==> src/rtl/alien_zigzag_ctrl.sv <==
// Alien-block motion sequencer: paces zig-zag steps (right sweep, down, left sweep, down),
// shortens the step period on each kill and freezes on victory/defeat until reset.
module alien_zigzag_ctrl #(
    parameter int CNT_W       = 22,
    parameter int PERIOD_INIT = 2500000,
    parameter int PERIOD_MIN  = 250000,
    parameter int PERIOD_STEP = 50000
) (
    input  logic       clk,
    input  logic       reset,
    input  logic       canLeft,
    input  logic       canRight,
    input  logic       killingAlien,
    input  logic       victory,
    input  logic       defeat,
    output logic [2:0] motion,
    output logic       dirRight,
    output logic       stopped
);

    localparam logic [2:0] LEFT  = 3'd1;
    localparam logic [2:0] RIGHT = 3'd2;
    localparam logic [2:0] DOWN  = 3'd3;

    typedef enum logic [1:0] {S_RIGHT, S_LEFT, S_STOP} state_t;

    state_t           r_state;
    logic [CNT_W-1:0] r_cnt;
    logic [CNT_W-1:0] r_period;
    logic [2:0]       r_motion;
    logic             r_stopped;

    logic [CNT_W:0]   w_diff;
    logic [CNT_W-1:0] w_next_period;
    logic             w_step;

    // Extra bit keeps the subtraction from wrapping; the period<step term covers underflow.
    assign w_diff = {1'b0, r_period} - (CNT_W+1)'(PERIOD_STEP);
    assign w_next_period = ((r_period < CNT_W'(PERIOD_STEP)) ||
                            (w_diff < (CNT_W+1)'(PERIOD_MIN))) ? CNT_W'(PERIOD_MIN)
                                                               : w_diff[CNT_W-1:0];

    // >= rather than == so a period shortened below the running count fires at once.
    assign w_step = (r_cnt >= r_period - CNT_W'(1));

    // NOTE: all state here is updated with non-blocking assignments so every branch
    // sees the pre-edge values of r_cnt/r_period/r_state.
    always_ff @(posedge clk) begin
        if (reset) begin
            r_state   <= S_RIGHT;
            r_cnt     <= '0;
            r_period  <= CNT_W'(PERIOD_INIT);
            r_motion  <= '0;
            r_stopped <= 1'b0;
        end else begin
            r_motion <= '0;
            if (r_state != S_STOP) begin
                if (victory || defeat) begin
                    r_state   <= S_STOP;
                    r_stopped <= 1'b1;
                end else begin
                    if (killingAlien)
                        r_period <= w_next_period;
                    if (w_step) begin
                        r_cnt <= '0;
                        if (r_state == S_RIGHT) begin
                            if (canRight) begin
                                r_motion <= RIGHT;
                            end else begin
                                r_motion <= DOWN;
                                r_state  <= S_LEFT;
                            end
                        end else begin
                            if (canLeft) begin
                                r_motion <= LEFT;
                            end else begin
                                r_motion <= DOWN;
                                r_state  <= S_RIGHT;
                            end
                        end
                    end else begin
                        r_cnt <= r_cnt + CNT_W'(1);
                    end
                end
            end
        end
    end

    assign motion   = r_motion;
    assign dirRight = (r_state == S_RIGHT);
    assign stopped  = r_stopped;

endmodule

==> config.mk <==
export PLATFORM = sky130hd
export DESIGN_NAME = alien_zigzag_ctrl
export DESIGN_NICKNAME = d
export VERILOG_FILES = /design/src/rtl/alien_zigzag_ctrl.sv
export SDC_FILE = /design/constraint.sdc
export NUM_CORES = 1
export LEC_CHECK = 0
export ABC_AREA = 1
export ABC_CLOCK_PERIOD_IN_PS = 6500
export BUFFER_PORTS_ARGS = -buffer_cell sky130_fd_sc_hd__buf_2
export CORE_UTILIZATION = 35
export CTS_CLUSTER_SIZE = 12
export DETAILED_ROUTE_END_ITERATION = 8
export PLACE_DENSITY = 0.49
export SYNTH_ARGS = -nofsm -noshare
export SYNTH_HDL_FRONTEND = slang
export SYNTH_SLANG_ARGS = --single-unit
==> constraint.sdc <==
create_clock -name clk -period 6.5 [get_ports clk]
set_clock_uncertainty 0.15 [all_clocks]
set_input_delay 0.975 -clock clk [delete_from_list [all_inputs] [get_ports clk]]
set_output_delay 0.975 -clock clk [all_outputs]
set_load 0.02 [all_outputs]
Word-level counts from Yosys, hierarchy flattened
Cells that the tools add are included.

cells by class
  add/subtract/negate cells = 3
  $lt $le $gt $ge = 3
  equality and inequality tests = 3
  muxes and demuxes = 10
  bitwise operators = 3
  reduce and logical (&&, ||, !) cells = 9

operator list
  cell                    count
  $mux 22                 2
  $lt 23x18->1 const B    1
  $sub 22x16->23 const B  1
  $add 22x1->22 const B   1
  $ge 22x22->1            1
  $lt 22x16->1 const B    1
  $sub 22x1->22 const B   1
  $mux 2                  6
  $reduce_and 2->1        2
  $reduce_and 4->1        1
  $reduce_or 4->1         1
  $mux 3                  1
  $ne 3x1->1 const B      1
  $ne 3x2->1 const B      1
  $not 1->1               3
  $reduce_and 3->1        1
  $logic_not 2->1         1
  $logic_or 1x1->1        2
  $ne 2x2->1 const B      1
  $reduce_bool 2->1       1
  $mux 1                  1

word-level totals
  register bits = 50
  input bits = 7
  output and inout port bits = 5
  logic and storage cells = 36

Depth between registers and ports, before layout
  depth in word-level cells = 4
  gate-level depth with buffers = 22

Least setup slack after synthesis
No wires, ideal clock.

  kind = register to register
  from = register r_period[6]
  to = register r_cnt[12]
  setup time = 0.130 ns
  arrival = 2.914 ns
  data required time = 6.220 ns
  path slack = 3.306 ns
  stages on the path, launching flop included = 23
  path through = dfxtp_1 -> buf_2 -> nor2_1 -> nand3_1 -> nor2_1 -> nand2_1 -> nor3_2 -> nand3_1 -> nor2_1 -> nand3_1 -> xor2_1 -> inv_1 -> ha_1 -> nand2_1 -> inv_1 -> nand3_1 -> nor3_1 -> nand4_1 -> nand4_1 -> nand2_1 -> nand2_1 -> clkbuf_1 -> nor3_1

between the ends
  cells in the longest elaborated chain, start to end = 3

ends and longest elaborated chain
  what                    RTL line  text
  from (decl)             29        logic [CNT_W-1:0] r_period;
  from (signal assigned)  52        r_period <= CNT_W'(PERIOD_INIT);
  from (signal assigned)  63        r_period <= w_next_period;
  $sub 22x1->22           44        assign w_step = (r_cnt >= r_period - CNT_W'(1));
  $ge 22x22->1            44
  $mux 22                 64        if (w_step) begin
  to (signal assigned)    82        r_cnt <= r_cnt + CNT_W'(1);
  to (decl)               28        logic [CNT_W-1:0] r_cnt;

No other way between the ends.
A chain may end at the register's enable or synchronous reset.

Final worst setup path
  from = register r_period[6]
  to = register r_cnt[14]

The elaborated chain is that of the path after synthesis.

==> flow_summary.yaml <==
timing:
  hold_viol: 0
  worst_pin_slew_ns: 0.7720
  max_freq_ghz: 0.2633
  maxSlewViolCount: 0
  fin_setup_tns_ns: 0
  maxSlewHeadroom: 0.4841
  min_period_ns: 3.797
  period_share: 0.5842
  rsz0062_at_grt: "no"
  setup-violations-final: 0
min_path:
  hold_path.class: "reg2reg"
  hold-path-cell-count: 2
  min_from: "r_state[0]"
  min_to: "r_state[0]"
routing:
  drc_errors: 0
  dr.pass1.iters: 5
  drt_first_iter_violations: 71
  post_drt_via_cell_ratio: 4.787
  wl_per_cell_um: 12.43
  vias: 2906
  postRouteAntennaNets: 0
  postRouteWirelength_mm: 7.544
critical_path:
  cp_data_required_time_ns: 6.56
  cp-start-kind: "register"
  critPathCaptureType: "register"
  cp_data_arrival_time_ns: 3.85
  r2r-start: "r_period[6]"
  reg2reg_to: "r_cnt[14]"
  critPathMaxFanout: 21
  crit_type: "reg2reg"
  startpoint: "r_period[6]"
  r2r_setup_slack_ns: 2.70
  r2r_cells: 20
run:
  drv_cap: 0
final_layout:
  nets: 528
  final_layout_size_suffix_gt1_frac: 0.1102
  areaGrowthSynthToFinish_pct: 7.935
  final_cell_count_no_fill: 607
  n_antenna_cell: 0
floorplan:
  dieHeight_um: 97.87
  core_area_mm2: 0.008806
  floorplan.initialDensity: 0.3653
  num_io_pins: 12
  dieArea_mm2: 0.009579
  die_w_um: 97.87
  rows: 34
placement:
  hpwl_mm: 5.970
  place.gp.congestion: 0.8373
  portBuffers: 10
  place_inst: 600
synthesis:
  yosysSeqAreaShare: 0.2800
  ys_seq_elements: 45
  netlist_top_cells_area: "dfxtp_1 28%, nand2_1 13%, ha_1 8.6%"
  synthArstFlopShare: 0
  yosysWarnings: 0
  synth_cell_types: 37
  syn_avg_cell_area_um2: 6.565
  synth_edf_count: 0
  netlist_area_mm2: 0.003217
  yosysTopAreaCellShare: 0.2800
  yosysTopAreaCell: "dfxtp_1"
  syn-num-nets: 519
  syn_inst: 490
  ys_dominant_reg_cell: "dfxtp_1"
global_routing:
  grt_pass1_vias: 2805
  grt_util_all_layers: 0.1687
  grt_pass1_wl_mm: 13.07
  grt-ovfl-total: 0
  grt_max_degree: 23
  antenna_found_initial: 0
clocking:
  cts_resized: 0
  cts_setup_buffers: 0
  path_clk_slew_ns: 0.09
  h-tree-depth: 2
  holdBufCountCts: 0
  root_buffer: "clkbuf_8"
  clock_latency_ns: 0.30
  cts_buffers: 5
  cts_sinks: 45
  clock_path_buffers: 2
  cts_tree: "built"
power:
  internal_power_mw: 0.4126
  power_mw: 0.5621
  switching_share: 0.2660
  p_leak_nw: 1.503
  clkPwrFrac: 0.378
  peakVddDrop_mv: 0.07797
  powerDensity_mw_per_mm2: 161.9
  p_comb_frac: 0.109
  p_sw_mw: 0.1495
  pwr-share-seq: 0.513
status:
  status: "finished, final reports clean"
==> cell type report <==
cell class / instances / area, um2
timing repair buffer: 11 / 57.56
inverter: 68 / 255.2
fill: 958 / 5334
multi-input combinational: 368 / 2019
clock inverter: 2 / 35.03
clock buffer: 5 / 68.82
tap: 108 / 135.1
sequential: 45 / 900.9
==> worst max-delay path: stages (launching register included) <==
cell and delay, ns:
dfxtp_1 0.39, nor2_1 0.15, nand3_1 0.10, nor2_1 0.09
nand2_1 0.10, nor3_2 0.17, nand3_1 0.13, nor2_1 0.18
nand3_1 0.11, xor2_1 0.15, inv_1 0.06, ha_1 0.30
nand2_1 0.09, inv_1 0.04, nand3_1 0.09, inv_1 0.05
a21oi_1 0.14, nand4_1 0.21, nand2_1 0.16, nand2_1 0.46
a211oi_1 0.37
==> state kept, by name, indices dropped and copies added (netlist names) <==
name      count
stopped       1
r_period     18
r_state       2
motion        2
r_cnt        22
==> layout by cell type (no fill, tap or decap), drive strengths merged <==
cell    count
nor4        2
bufinv      1
a31oi       2
a211oi      2
clkinv      2
buf        11
ha         22
nand3b      3
o21bai      1
nor3b       3
o21ai      20
xor2       23
nand3      36
clkbuf      5
a21o        1
conb        1
nor3       14
dfxtp      45
nand2     121
inv        67
or2         1
nand4       7
xnor2       3
o22ai       1
nor2       71
a21oi      34
==> worst max-delay path by stage <==
stage | endpoint | slack [ns] | depth (start not counted)
floorplan | r_cnt[12] | 3.31 | 22
global placement | r_cnt[14] | 2.78 | 20
detailed placement | r_cnt[14] | 2.67 | 20
CTS | r_cnt[14] | 2.61 | 20
global route | r_cnt[15] | 2.22 | 20
finish | r_cnt[14] | 2.70 | 20
==> cells in the mapped netlist, types with 5 or more instances <==
master,n
inv_1,57
nor3_1,11
ha_1,22
nor2_1,63
nand3_1,36
a21oi_1,33
nand2_2,10
xor2_1,23
nand4_1,7
clkbuf_1,5
o21ai_1,8
nand2_1,109
o21ai_0,12
nor2_2,5
dfxtp_1,45
inv_2,10
==> power by group through the flow <==
| stage | clock [mW] | combinational, mW | sequential [mW] |
|---|---|---|---|
| after global placement | 0 | 0.0615 | 0.295 |
| final | 0.212 | 0.0614 | 0.288 |
| after detailed placement | 0 | 0.0612 | 0.295 |
| after global routing | 0.230 | 0.0703 | 0.289 |
| after floorplan | 0 | 0.0472 | 0.293 |
| after CTS | 0.220 | 0.0617 | 0.288 |
==> through the flow <==
| step | worst slack (ns) | cell area (um2) | hold slack, ns | utilization |
|---|---|---|---|---|
| final | 2.703 | 3472 | 0.3282 | 0.3943 |
| after global routing | 2.217 | 3472 | 0.3545 | 0.3943 |
| after CTS | 2.615 | 3472 | 0.3323 | 0.3943 |
| after detailed placement | 2.667 | 3368 | 0.3132 | 0.3825 |
| after global placement | 2.779 | 3368 | 0.3056 | 0.3825 |
| after floorplan | 3.306 | 3217 | 0.2987 | - |
==> metal layers <==
layer | up-vias | routed length [um] | global-route usage | part of all wire
met5 | - | 0 | 0 | 0
met4 | 0 | 225 | 0.07343 | 0.030
met3 | 11 | 182 | 0.02863 | 0.024
met2 | 27 | 3069 | 0.2611 | 0.41
met1 | 1284 | 4067 | 0.2301 | 0.54
li1 | 1584 | - | - | -
==> logic make-up (layout without fill, tap and decap cells) <==
logic type,count (synthesis),after routing,share of synthesized area
DFF,45,45,0.2800
adders and majority gates,22,22,0.08557
xor gates and xnor gates,26,26,0.07079
other,1,1,0.001166
and+or+nand+nor,258,258,0.3679
buffers and inverters,77,86,0.09218
AOI/OAI and AO/OA,61,61,0.1023
Power figures use the tool's default switching activity.
